===== src/rtl/pulse_monitor.sv =====
// pulse_monitor: measures the cycle interval between rising edges of a
// periodic strobe, flags whether it lies inside EXPECTED_PERIOD +/- TOLERANCE,
// and raises a sticky timeout when the strobe goes quiet.
// Optional build macro: PULSE_MONITOR_SYNC_EN adds a 2-flop input synchronizer
// (both flops reset to 1) ahead of edge detection.
module pulse_monitor #(
  parameter int unsigned CLOCK_FREQUENCY = 50000000,
  parameter int unsigned TIMEOUT_MS      = 2000,
  parameter int unsigned EXPECTED_PERIOD = 50000000,
  parameter int unsigned TOLERANCE       = 1000,
  localparam int unsigned TIMEOUT_COUNT  = (CLOCK_FREQUENCY / 1000) * TIMEOUT_MS,
  localparam int unsigned WIDTH          = $clog2(TIMEOUT_COUNT + 1)
) (
  input  logic             clock,
  input  logic             reset,
  input  logic             pulse_in,
  output logic [WIDTH-1:0] period,
  output logic             period_valid,
  output logic             locked,
  output logic             timeout,
  output logic [15:0]      edge_count
);

  localparam logic [WIDTH-1:0] ONE    = WIDTH'(1);
  localparam logic [WIDTH-1:0] TO_MAX = WIDTH'(TIMEOUT_COUNT);
  localparam logic [31:0]      LO     = EXPECTED_PERIOD - TOLERANCE;
  localparam logic [31:0]      HI     = EXPECTED_PERIOD + TOLERANCE;

  typedef enum logic {
    IDLE    = 1'b0,
    MEASURE = 1'b1
  } state_t;

  state_t           state, state_next;
  logic [WIDTH-1:0] counter, counter_next;
  logic [WIDTH-1:0] period_next;
  logic             period_valid_next;
  logic             locked_next;
  logic             timeout_next;
  logic [15:0]      edge_count_next;
  logic             sample;
  logic             hist;
  logic             rise;
  logic [31:0]      count_ext;

`ifdef PULSE_MONITOR_SYNC_EN
  logic sync_a, sync_b;

  // Two-flop synchronizer; resets high so a held-high input is not an edge.
  always_ff @(posedge clock) begin
    if (!reset) begin
      sync_a <= 1'b1;
      sync_b <= 1'b1;
    end else begin
      sync_a <= pulse_in;
      sync_b <= sync_a;
    end
  end

  assign sample = sync_b;
`else
  assign sample = pulse_in;
`endif

  assign rise      = sample & ~hist;
  assign count_ext = 32'(counter);

  // State, counter, edge history and all registered outputs.
  always_ff @(posedge clock) begin
    if (!reset) begin
      state        <= IDLE;
      counter      <= '0;
      hist         <= 1'b1;
      period       <= '0;
      period_valid <= 1'b0;
      locked       <= 1'b0;
      timeout      <= 1'b0;
      edge_count   <= '0;
    end else begin
      state        <= state_next;
      counter      <= counter_next;
      hist         <= sample;
      period       <= period_next;
      period_valid <= period_valid_next;
      locked       <= locked_next;
      timeout      <= timeout_next;
      edge_count   <= edge_count_next;
    end
  end

  // Next-state and next-output logic; an edge takes priority over timeout.
  always_comb begin
    state_next        = state;
    counter_next      = counter;
    period_next       = period;
    period_valid_next = 1'b0;
    locked_next       = locked;
    timeout_next      = timeout;
    edge_count_next   = rise ? edge_count + 16'd1 : edge_count;

    unique case (state)
      IDLE: begin
        counter_next = '0;
        if (rise) begin
          counter_next = ONE;
          state_next   = MEASURE;
        end
      end
      MEASURE: begin
        if (rise) begin
          period_next       = counter;
          period_valid_next = 1'b1;
          counter_next      = ONE;
          timeout_next      = 1'b0;
          locked_next       = (count_ext >= LO) && (count_ext <= HI);
        end else if (counter == TO_MAX) begin
          timeout_next = 1'b1;
          locked_next  = 1'b0;
          counter_next = '0;
          state_next   = IDLE;
        end else begin
          counter_next = counter + ONE;
        end
      end
      default: begin
        state_next   = IDLE;
        counter_next = '0;
      end
    endcase
  end

endmodule


===== config.mk =====
export PLATFORM = sky130hd
export DESIGN_NAME = pulse_monitor
export DESIGN_NICKNAME = d
export VERILOG_FILES = /design/src/rtl/pulse_monitor.sv
export SDC_FILE = /design/constraint.sdc
export NUM_CORES = 1
export LEC_CHECK = 0
export ABC_AREA = 1
export BUFFER_PORTS_ARGS = -buffer_cell sky130_fd_sc_hd__clkbuf_2
export CAP_MARGIN = 40
export CORE_ASPECT_RATIO = 1.25
export CORE_MARGIN = 4
export CORE_UTILIZATION = 52
export DETAILED_ROUTE_END_ITERATION = 10
export GPL_TIMING_DRIVEN = 0
export PLACE_DENSITY = 0.76
export SLEW_MARGIN = 20
export SYNTH_ARGS = -nofsm -noshare
export SYNTH_HDL_FRONTEND = slang
export SYNTH_SLANG_ARGS = --single-unit

===== constraint.sdc =====
create_clock -name clock -period 1.35 [get_ports clock]
set_clock_uncertainty 0.1 [all_clocks]
set_input_delay 0.27 -clock clock [delete_from_list [all_inputs] [get_ports clock]]
set_output_delay 0.27 -clock clock [all_outputs]
set_load 0.03 [all_outputs]

======== Yosys cells after proc, flatten, opt, wreduce, memory -nomap -nowiden ========
Cells that the tools add are included.
word-level totals
  bits in registers ....................... 75
  bits in latches ......................... 0
  RAM bits ................................ 0
  ROM bits ................................ 0
  logic and storage cells ................. 33
  memories ................................ 0
operators by class
  $add $sub $neg .......................... 2
  multipliers ............................. 0
  divide/modulo/power cells ............... 0
  magnitude comparators ................... 2
  equality and inequality tests ........... 1
  shift-type cells ........................ 0
  muxes and demuxes ....................... 12
  bitwise gates (word level) .............. 3
  reductions and logical operators ........ 5
operator list
  kind                                                    number
  two-way mux 27 bit                                      2
  one-hot mux 27 bit (2 select lines)                     1
  adder 27 x 1 -> 27 bit (second input constant)          1
  == test 27 bit (second input constant)                  1
  >= comparator 27 x 26 -> 1 bit (second input constant)  1
  <= comparator 27 x 26 -> 1 bit (second input constant)  1
  adder 16 x 1 -> 16 bit (second input constant)          1
  two-way mux 1 bit                                       8
  AND reduction 2 bit                                     3
  NOT 1 bit                                               2
  one-hot mux 1 bit (2 select lines)                      1
  nonzero test 2 bit                                      1
  AND 1 bit                                               1
  logical AND 1 bit                                       1

======== Depth between registers and ports, before layout ========
Gate-level depths: netlist of run 1.
  depth in word-level cells ............... 4
  gate-level depth with buffers ........... 11
  mapped depth without buffers ............ 11

======== Worst setup path before layout of run 1 ========
OpenSTA, ideal clock, no wires.
  kind .................................... register to register
  start point ............................. register edge_count[0]
  end point ............................... register edge_count[14]
  library setup time ...................... 127 ps
  arrival time ............................ 1430 ps
  required time ........................... 1123 ps
  slack ................................... -308 ps
  cell stages (with the launch flop) ...... 11
  clock period less this slack ............ 1658 ps
  path through ............................ dfxtp_1 -> ha_1 -> nand2_1 -> nor2_1 -> nand2_1 -> inv_1 -> nand2_1 -> nor2_2 -> nand3_1 -> nand2_1 -> nor2_1
between the ends
  cells in the longest elaborated chain, start to end .. 1
ends and longest elaborated chain
  what                      RTL line  text
  start: declaration        21        output logic [15:0] edge_count
  start signal: assignment  87        edge_count <= edge_count_next;
  adder 16 x 1 -> 16 bit    99        edge_count_next = rise ? edge_count + 16'd1 : edge_count;
Every way passes these cells.
A chain may end at the register's enable or synchronous reset.

======== Worst setup path in the final report of run 1 ========
  start point ............................. register counter[0]
  end point ............................... register counter[18]
between the ends
  cells in the longest elaborated chain, start to end .. 4
  elaborated cells between the ends (all ways) .. 5
ends and longest elaborated chain
  what                                                             RTL line  text
  start: declaration                                               35        logic [WIDTH-1:0] counter, counter_next;
  start signal: assignment                                         81        counter <= counter_next;
  adder 27 x 1 -> 27 bit / == test 27 bit (equally long branches)  122, 116
  two-way mux 27 bit (*)                                           116       end else if (counter == TO_MAX) begin
  two-way mux 27 bit (*)                                           110       if (rise) begin
  one-hot mux 27 bit (2 select lines) (*)                          101       unique case (state)
Every way passes the cells marked *; elsewhere a longest branch is shown, timed or not.

==> results.md, run 1 <==
* Tot GR Track Use at 25.5%
* R2R cell count at 8
* Routed via count at 3777
* Mapped Avg Cell Area at 7.00 sq um
* Critical path buffer and inverter count at 0
* Highest-delay cell along the critical path: dfxtp_4
* WL/cell at 15.8 um
* Worst setup margin at -225 ps
* Final Critical Period at 1570 ps
* Fin. Hold Viols at 0
* Synth Area in XOR/XNOR at 2.44%
* Worst-path maximum fanout at 7
* Main combinational cell family by area after synthesis: simple AND/OR/NAND/NOR gates
* # rows at 33
* Die area at 8320 sq um
* FF-to-FF End: counter[18]$_SDFF_PP0_
* Synth Area in Compound Gates at 9.67%
* Multi-input gate area at 2080 sq um
* Number of synthesized register bits at 75
* Hold EP: hist$_SDFF_PN1_
* Sequential cell area at 1570 sq um
* Detailed placement HPWL at 7.26 mm
* Data arrival time of the critical path at 1720 ps
* Clock Pin Slew Worst Setup and Hold Paths at 90 ps
* Final ANT Viol Nets at 0
* Grt ovf at 0
* First-pass GRT wire length at 16.0 mm
* Starting Density at 54.1%
* Final Setup Violations at 35
* Clock tree buffer depth at 2
* Filler instances at 490
* CP startpoint kind: flop
* Max-cap violations at 0
* Final #Nets at 613
* Vias in the first global route at 3376
* GPL Wtd Cong at 0.941
* Mux contribution to synthesized area at 0%
* Initial drt markers at 235
* Worst-margin pin slew at 620 ps
* CTS tree: yes
* Commonest non-fill, non-tap cell in the layout: nand2_1
* Die Wd at 82.4 um
* Routed WL at 11.1 mm
* Syn nets at 520
* DRC viols at 0
* Crit path max-delay family: simple AND/OR/NAND/NOR gates
* H-tree levels at 3
* Crit share post-route at 117%
* Antenna diodes at 0
* Mapped cell area at 3600 sq um
* Port-buffer cells at 47
* Antenna violations before repair at 0
* Lkg Pwr at 2.00 nW
* Synthesized instance count at 514
* Maximum VDD drop at 0.000558 V
* Synth warnings at 0
* Synth Area in Simple Gates at 36.1%
* # IOs at 49
* Finished Core Util at 74.3%
* Cts bufs inserted at 9
* Adder-cell area share of the yosys netlist at 1.04%
* Die Ht at 101 um
* RR Startpoint: counter[0]$_SDFF_PN0_
* Final Slew Violations at 0
* CP cell instances: ha_4 > nand2_2 > nor2_4 > nand2_4 > nor2_4 > nand3_2 > nor2_2 > nor3_1
* WS Path Type: reg2reg
* Relative slew margins at 58.7%
* Core area at 6650 sq um
* Layout area overhead at 37.3%
* CTS Sinks at 75
* Worst EP required at 1500 ps
* Flop2flop setup slack at -220 ps
* DR vias/cell at 5.40
* CP Capture Type: flop
* Maximum achievable frequency at 635 MHz
* Run status: finished, violations left
* Initial DRT Pass Iterations at 5
* Largest net degree at the start of global routing at 14
* Clk Latency, worst-skew pair at 360 ps
* # hold bufs at CTS at 0
* Slowest cell delay on critical path at 410 ps
* CP startpoint: counter[0]$_SDFF_PN0_
* Most frequent cells in the layout: nand2_1, nor2_1, inv_1
* Pre-CTS setup slack at -464 ps
* Share of cells above drive strength 1 at 39.1%
* HP Start: pulse_in
* Violated checks: negative setup slack
* Sequential share of the synthesized area at 41.8%
* Clock root cell: clkbuf_8
* Hold depth at 2
* RSZ-0062 raised after global routing: true
* Worst min path class: in2reg
* Netlist cell types at 32
* Cell mode on critical path: nor2_4
* Power Density at 870 nW/um^2
stage by stage:
stage / cells / setup TNS (ps) / hold WS (ps) / area, sq um / total power [mW]
floorplan: 514 / -1060 / 277 / 3680 / 2.36
global placement: 648 / -17530 / 351 / 4020 / 2.39
detailed placement: 648 / -18650 / 356 / 4020 / 2.39
CTS: 687 / -5980 / 50.4 / 4610 / 4.32
global route: 699 / -10870 / 62.8 / 4940 / 4.43
finish: 699 / -5560 / 50.1 / 4940 / 4.30
worst reg2reg max path, cell delays in order, from the launching register on:
cell and delay (ps):
dfxtp_4 410, ha_4 150, nand2_2 90, nor2_4 150
nand2_4 90, nor2_4 180, nand3_2 100, nor2_2 120
nor3_1 60
cell type report:
class,count,area share [%]
Buffer,13,2.38
Clock buffer,10,2.58
Clock inverter,6,1.77
Inverter,66,5.47
Multi-Input combinational cell,359,42.2
Sequential cell,75,31.8
Tap cell,87,2.20
Timing Repair Buffer,83,11.6
registers in the layout (all words and copies together) (netlist names):
name and count:
timeout 1, hist 1, period_valid 1, edge_count 16, counter 27, state 1, period 27, locked 1
Yosys cell counts, drive strengths merged:
cell	count	share of area, %
nand2	115	13
nor2	80	10
dfxtp	75	42
inv	66	6.9
nand3	55	8.1
o21ai	38	5.4
a21oi	25	3.5
nor3	17	2.8
buf	11	1.8
xor2	10	2.4
nand4	7	1.2
clkbuf	3	0.31
ha	3	1.0
nor3b	2	0.42
o21a	2	0.42
or2	2	0.35
a211oi	1	0.21
a31oi	1	0.17
nand3b	1	0.21
where the power goes:
part / switching [mW] / internal (mW) / leakage, nW / total [mW]
Clock: 0.868 / 1.05 / 0.111 / 1.91
Combinational: 0.0987 / 0.0688 / 1.26 / 0.168
Sequential: 0.0132 / 2.20 / 0.625 / 2.21
Total: 0.980 / 3.32 / 2.00 / 4.30
logic make-up (layout without fill, tap and decap cells):
logic type | Yosys count | count (layout)
AND/OR/NAND/NOR | 279 | 279
buffers and inverters | 80 | 178
flip-flops | 75 | 75
AO/OA/AOI/OAI | 67 | 67
XOR/XNOR | 10 | 10
adder cells (fa/ha/maj) | 3 | 3
per-layer routing:
metal / GRT usage [%] / wire (um) / vias to the layer above
met1: 29.9 / 4160 / 1727
met4: 10.6 / 440 / 0
met5: 0 / 0 / -
met2: 44.8 / 5760 / 171
met3: 4.38 / 710 / 44
li1: - / - / 1835
how the worst max path moves through the flow:
stage / end / depth (start not counted) / slack [ps]
after detailed placement: counter[20]$_SDFF_PP0_ / 8 / -460
final: counter[18]$_SDFF_PP0_ / 8 / -220
after global routing: counter[25]$_SDFF_PP0_ / 8 / -400
after floorplan: edge_count[14]$_SDFFE_PN0P_ / 10 / -60
after CTS: counter[10]$_SDFF_PP0_ / 9 / -240
after global placement: counter[13]$_SDFF_PP0_ / 8 / -470
repair_timing:
item                       in CTS  in global routing
setup endpoints to repair      60                 71
buffers inserted               22                 16
gates cloned                    1                  0
pin swaps                      12                 31
resized for setup              64                104
No activity file was read; power rests on OpenSTA's default activity.
==> inputs of run 2 (changes only) <==
ABC_AREA = 0   (was 1)
CORE_UTILIZATION = 50   (was 52)
PLACE_DENSITY = 0.75   (was 0.76)
==> run 2 against run 1 <==
Against the previous run: the flow still finishes with violations (negative setup slack); clock-buffer cell count increased by 3; synthesized cell count fell by 39%; sequential share of layout area rose by 3.9 points; final area down 11%; sequential power is essentially flat; register-to-register slack lost 450 ps; routed wire length decreased by 30%; largest power group is now clock.
==> results.md, run 2 <==
* Max-cap violations at 0 (unchanged)
* Final Setup Violations at 40 (was 35)
* Final #Nets at 411 (was 613)
* Data arrival time of the critical path at 2160 ps (was 1720 ps)
* Power Density at 1050 nW/um^2 (was 870 nW/um^2)
* Synth Area in XOR/XNOR at 10.9% (was 2.44%)
* Final instance area at 4390 sq um (was 4940 sq um)
* Run status: finished, violations left (unchanged)
* First-pass GRT wire length at 12.2 mm (was 16.0 mm)
* Die Ht at 95.5 um (was 101 um)
* Netlist cell types at 40 (was 32)
* Synth area leaders: dfxtp_1, a22o_1, xor2_1 (was dfxtp_1, nand2_1, nand3_1)
* Slowest cell delay on critical path at 540 ps (was 410 ps)
* Grt ovf at 0 (unchanged)
* Initial DRT Pass Iterations at 4 (was 5)
* Relative slew margins at 56.6% (was 58.7%)
* Antenna diodes at 0 (unchanged)
* Mapped cell area at 3060 sq um (was 3600 sq um)
* H-tree levels at 3 (unchanged)
* Clk Latency, worst-skew pair at 360 ps (about the same)
* CP cell instances: or4_4 > nor4_4 > nand4_4 > buf_4 > a21oi_1 > nor2b_1 (was ha_4 > nand2_2 > nor2_4 > nand2_4 > nor2_4 > nand3_2 > nor2_2 > nor3_1)
* Worst-margin pin slew at 644 ps (was 620 ps)
* Mux contribution to synthesized area at 0% (unchanged)
* Vias in the first global route at 2528 (was 3376)
* Synth Area in Compound Gates at 11.9% (was 9.67%)
* Sequential share of the synthesized area at 49.1% (was 41.8%)
* Initial drt markers at 125 (was 235)
* Hold slack at 95.9 ps (was 50.1 ps)
* Maximum VDD drop at 0.000696 V (was 0.000558 V)
* Most frequent cells in the layout: dfxtp_1, clkbuf_2, a22o_1 (was nand2_1, nor2_1, inv_1)
* DRC viols at 0 (unchanged)
* Share of cells above drive strength 1 at 42.9% (was 39.1%)
* Crit share post-route at 150% (was 117%)
* Highest-delay cell along the critical path: or4_4 (was dfxtp_4)
* Sequential cell area at 1570 sq um (about the same)
* Tot GR Track Use at 20.8% (was 25.5%)
* # rows at 31 (was 33)
* Adder-cell area share of the yosys netlist at 1.23% (was 1.04%)
* # hold bufs at CTS at 0 (unchanged)
* Detailed placement HPWL at 4.53 mm (was 7.26 mm)
* Routed WL at 7.73 mm (was 11.1 mm)
* Worst setup margin at -671 ps (was -225 ps)
* Multi-input gate area at 1660 sq um (was 2080 sq um)
* Core area at 5860 sq um (was 6650 sq um)
* Worst min path class: in2reg (unchanged)
* Layout area overhead at 43.4% (was 37.3%)
* WS Path Type: reg2reg (unchanged)
* Syn nets at 320 (was 520)
* Worst EP required at 1490 ps (was 1500 ps)
* Cts bufs inserted at 9 (unchanged)
* Async SR Flop Fraction at 0% (unchanged)
* Area after DPL at 3540 sq um (was 4020 sq um)
* CP Capture Type: flop (unchanged)
* Synthesized instance count at 314 (was 514)
* GPL Wtd Cong at 0.762 (was 0.941)
* Clock Pin Slew Worst Setup and Hold Paths at 70 ps (was 90 ps)
* CTS Sinks at 75 (unchanged)
* WL/cell at 15.7 um (was 15.8 um)
* # IOs at 49 (unchanged)
* CTS tree: yes (unchanged)
* Ys flop type: dfxtp_1 (unchanged)
* Filler instances at 381 (was 490)
* Regs by FF count: counter x27, period x27, edge_count x16 (unchanged)
* Largest net degree at the start of global routing at 13 (was 14)
* Starting Density at 52.2% (was 54.1%)
* Die area at 7440 sq um (was 8320 sq um)
* Final Critical Period at 2020 ps (was 1570 ps)
* Number of synthesized register bits at 75 (unchanged)
* Maximum achievable frequency at 495 MHz (was 635 MHz)
* Synth warnings at 0 (unchanged)
* Synth Area in Simple Gates at 23.1% (was 36.1%)
* Clock root cell: clkbuf_8 (unchanged)
* Fin. Hold Viols at 0 (unchanged)
* DR vias/cell at 5.39 (was 5.40)
* Post-synth EDFFs at 0 (unchanged)
* Final Slew Violations at 0 (unchanged)
* Main combinational cell family by area after synthesis: simple AND/OR/NAND/NOR gates (unchanged)
* Lkg Pwr at 1.71 nW (was 2.00 nW)
* Violated checks: negative setup slack (unchanged)
* Top cells by count, synth: dfxtp_1, nor2_1, a22o_1, nand3_1, xor2_1 (was nand2_1, dfxtp_1, nor2_1, inv_1, nand3_1)
* Port-buffer cells at 48 (was 47)
* Mapped Avg Cell Area at 9.74 sq um (was 7.00 sq um)
* Share of the synthesized area in the top cell type at 49.1% (was 41.8%)
* Die Wd at 78.0 um (was 82.4 um)
* Cell taking the most area after synthesis: dfxtp_1 (unchanged)
* Commonest non-fill, non-tap cell in the layout: dfxtp_1 (was nand2_1)
* RSZ-0062 raised after global routing: true (unchanged)
* Worst-path maximum fanout at 3 (was 7)
* Pre-CTS setup slack at -831 ps (was -464 ps)
* Cell with the most instances after synthesis: dfxtp_1 (was nand2_1)
* CP startpoint kind: flop (unchanged)
* Clock tree buffer depth at 2 (unchanged)
* Routed via count at 2653 (was 3777)
* Final ANT Viol Nets at 0 (unchanged)
* Antenna violations before repair at 0 (unchanged)
-- run 2: cell count changes after synthesis, sizes merged, moves of 8 or more --
| cell | before | now |
|---|---|---|
| nor2 | 80 | 32 |
| o21ai | 38 | 3 |
| nor3 | 17 | 3 |
| a22o | 0 | 27 |
| nand3 | 55 | 21 |
| clkbuf | 3 | 11 |
| xnor2 | 0 | 18 |
| a21oi | 25 | 4 |
| inv | 66 | 6 |
| xor2 | 10 | 20 |
| nand2 | 115 | 15 |
| and2 | 0 | 12 |
-- run 2: where the power goes --
part           internal, mW  switching, mW  total [mW]  leakage, nW
Sequential             2.19         0.0120        2.21        0.621
Combinational        0.0664         0.0765       0.143        0.958
Clock                  1.44          0.822        2.27        0.135
-- run 2: cell type report --
class | count | area share (%)
inverter | 6 | 0.513
tap | 82 | 2.34
multi-input combinational | 214 | 37.8
timing repair buffer | 86 | 14.8
clock buffer | 13 | 4.11
buffer | 13 | 2.68
sequential | 75 | 35.7
clock inverter | 3 | 2.05
-- run 2: repair_timing --
action / CTS / global route
cloned: 2 / 0
pin swaps: 19 / 17
endpoints found under the setup margin: 70 / 72
setup buffers: 27 / 11
resized for setup: 56 / 59
-- run 2: final timing paths --
kind	startpoint	to	slack, ps	cells past startpoint
setup / recovery	counter[5]$_SDFF_PP0_	state$_SDFF_PN0_	-670	6
hold / removal	pulse_in	hist$_SDFF_PN1_	100	2
setup reg to reg	counter[5]$_SDFF_PP0_	state$_SDFF_PN0_	-670	6
hold reg to reg	timeout$_SDFFE_PN0P_	timeout$_SDFFE_PN0P_	370	1
-- run 2: per-stage QoR --
| stage | total power [mW] | setup TNS, ps | util [%] | instances |
|---|---|---|---|---|
| after floorplan | 2.33 | -17840 | - | 314 |
| after global placement | 2.36 | -31270 | 60.4 | 444 |
| after detailed placement | 2.36 | -32140 | 60.5 | 445 |
| after CTS | 4.61 | -21280 | 71.3 | 485 |
| after global routing | 4.75 | -24050 | 74.9 | 492 |
| final | 4.61 | -21060 | 74.9 | 492 |
-- run 2: cell families (layout without fill, tap and decap cells) --
group           Yosys count  in the layout
simple gates            127            127
xor+xnor                 38             38
flops                    75             75
fa+ha+maj                 3              3
buf+inv                  25            121
compound gates           46             46
-- run 2: critical path: cells and delay by family (launching register included) --
family,cells,cell delay (ps)
flip-flops,1,350
buffers and inverters,1,190
AND/OR/NAND/NOR,4,1110
AO/OA/AOI/OAI,1,170
-- run 2: layer usage --
metal	share of wire (%)	vias to the layer above	GRT usage [%]	routed length, um
met5	0	-	0	0
met4	2.0	0	9.18	158
met3	4.0	14	5.20	313
met2	52	70	35.3	3990
met1	42	1285	25.0	3270
li1	-	1284	-	-
==> inputs of run 3 (changes only) <==
RECOVER_POWER = 50   (was default)
==> run 3 against run 2 <==
Against the previous run: the run still ends with negative setup slack left; fmax barely moved; sequential cell count stayed put; clock-buffer cell count is the same; final area fell by 0.17%; non-clock buffer count did not move; sequential share of layout area barely moved; combinational power hardly changed; hold slack lost 6.9 ps; routed wire length increased by 0.16%; sequential power about the same; first-iteration DRC count down 4.0%; critical path type unchanged; critical endpoint unchanged; largest power group unchanged; highest routed layer unchanged.
==> results.md, run 3 (synthesis gave the netlist of run 2 again) <==
* Violated checks: negative setup slack (unchanged)
* Total chip power at 4.62 mW (was 4.61 mW)
* # rows at 31 (unchanged)
* Final Setup Violations at 46 (was 40)
* Worst setup margin at -671 ps (about the same)
* Final Slew Violations at 0 (unchanged)
* Maximum achievable frequency at 495 MHz (about the same)
* # IOs at 49 (unchanged)
* Final ANT Viol Nets at 0 (unchanged)
* Vias in the first global route at 2528 (unchanged)
* WS Path Type: reg2reg (unchanged)
* DRC viols at 0 (unchanged)
* WL/cell at 15.7 um (about the same)
* CTS tree: yes (unchanged)
* DR vias/cell at 5.42 (was 5.39)
* Highest Signal Layer: met4 (unchanged)
* Worst EP required at 1500 ps (was 1490 ps)
* Maximum VDD drop at 0.000704 V (was 0.000696 V)
* Worst min path class: in2reg (unchanged)
* Finished Core Util at 74.8% (was 74.9%)
* CP Capture Type: flop (unchanged)
* Highest-delay cell along the critical path: or4_4 (unchanged)
* Starting Density at 52.2% (unchanged)
* Metal2 WL at 3.96 mm (was 3.99 mm)
* Power Density at 1060 nW/um^2 (was 1050 nW/um^2)
* Final Critical Period at 2020 ps (about the same)
* Cts bufs inserted at 9 (unchanged)
* CP cell instances: or4_4 > nor4_4 > nand4_4 > buf_4 > a21oi_1 > nor2b_1 (unchanged)
* Cell Count, Final, Fillers Out at 492 (unchanged)
* First-pass GRT wire length at 12.2 mm (unchanged)
* Commonest non-fill, non-tap cell in the layout: dfxtp_1 (unchanged)
* Detailed placement HPWL at 4.53 mm (unchanged)
* Relative slew margins at 56.6% (about the same)
* Lkg Pwr at 1.71 nW (about the same)
* Share of cells above drive strength 1 at 42.4% (was 42.9%)
* Max-cap violations at 0 (unchanged)
* Grt ovf at 0 (unchanged)
* Routed WL at 7.74 mm (was 7.73 mm)
* Final #Nets at 411 (unchanged)
* GPL Wtd Cong at 0.762 (unchanged)
* Die Wd at 78.0 um (unchanged)
* Initial DRT Pass Iterations at 5 (was 4)
* CTS Sinks at 75 (unchanged)
* Worst-path maximum fanout at 3 (unchanged)
* H-tree levels at 3 (unchanged)
* # hold bufs at CTS at 0 (unchanged)
* Die Ht at 95.5 um (unchanged)
* Routed via count at 2666 (was 2653)
* Initial drt markers at 120 (was 125)
* Run status: finished, violations left (unchanged)
* Clock tree buffer depth at 2 (unchanged)
* Port-buffer cells at 48 (unchanged)
* Clock root cell: clkbuf_8 (unchanged)
* Antenna diodes at 0 (unchanged)
* Slowest cell delay on critical path at 540 ps (about the same)
* Fin. Hold Viols at 0 (unchanged)
* Regs by FF count: counter x27, period x27, edge_count x16 (unchanged)
* Antenna violations before repair at 0 (unchanged)
* RSZ-0062 raised after global routing: true (unchanged)
* Largest net degree at the start of global routing at 13 (unchanged)
* CP startpoint kind: flop (unchanged)
* Tot GR Track Use at 20.8% (unchanged)
* DP Cell Count at 445 (unchanged)
* Core area at 5860 sq um (unchanged)
* WL met3 at 362 um (was 313 um)
* Clock Pin Slew Worst Setup and Hold Paths at 80 ps (was 70 ps)
* Die area at 7440 sq um (unchanged)
* Setup TNS at -21120 ps (was -21060 ps)
* M1 WL at 3.25 mm (was 3.27 mm)
* Worst-margin pin slew at 646 ps (was 644 ps)
* Data arrival time of the critical path at 2170 ps (was 2160 ps)
* Crit share post-route at 150% (about the same)
* Most frequent cells in the layout: dfxtp_1, clkbuf_2, a22o_1 (unchanged)
* Hold slack at 89.0 ps (was 95.9 ps)
* Clk Latency, worst-skew pair at 360 ps (about the same)
* Layout area overhead at 43.1% (was 43.4%)
## run 3: changes by cell type in the layout (fill, tap and decap cells not counted)
cell,before,now
nor2b_2,0,1
clkbuf_1,4,5
dfxtp_1,49,50
buf_2,3,2
dfxtp_2,13,12
nor2b_4,1,0
## run 3: through the flow
stage | worst slack, ps | area (sq um)
after floorplan | -598 | 3200
after global placement | -984 | 3540
after detailed placement | -831 | 3540
after CTS | -691 | 4180
after global routing | -743 | 4380
final | -671 | 4380
## run 3: critical path: cells and delay by family (launching register included)
kind	cells	cell delay, ps
flops	1	350
simple gates	4	1100
buf+inv	1	190
compound gates	1	170
## run 3: power by group
| part | leakage, nW | switching, mW | internal, mW |
|---|---|---|---|
| clock network | 0.135 | 0.834 | 1.44 |
| logic | 0.950 | 0.0764 | 0.0649 |
| registers | 0.621 | 0.0114 | 2.19 |
| total | 1.71 | 0.922 | 3.70 |
## run 3: area by class of cell
| type | instances | area, sq um |
|---|---|---|
| timing repair buffer | 86 | 648 |
| sequential | 75 | 1570 |
| buffer | 13 | 118 |
| clock buffer | 13 | 180 |
| inverter | 6 | 22.5 |
| tap | 82 | 103 |
| clock inverter | 3 | 90.1 |
| multi-input combinational | 214 | 1650 |
| fill | 384 | 1480 |
## run 3: path summary, 6_finish.rpt
kind	slack, ps	startpoint	end	cells after the start
setup / recovery	-670	counter[5]$_SDFF_PP0_	state$_SDFF_PN0_	6
hold / removal	90	pulse_in	hist$_SDFF_PN1_	2
setup reg to reg	-670	counter[5]$_SDFF_PP0_	state$_SDFF_PN0_	6
hold reg to reg	370	timeout$_SDFFE_PN0P_	timeout$_SDFFE_PN0P_	1
## run 3: repair_timing
action,CTS,global route
buffers inserted,27,11
setup endpoints to repair,70,72
pin swaps,19,17
cloned,2,0
gates resized for setup,56,59
## run 3: per-layer routing
metal	vias up	global-route usage, %
met5	-	0
met4	0	9.18
met3	15	5.20
met2	77	35.3
met1	1289	25.0
li1	1285	-
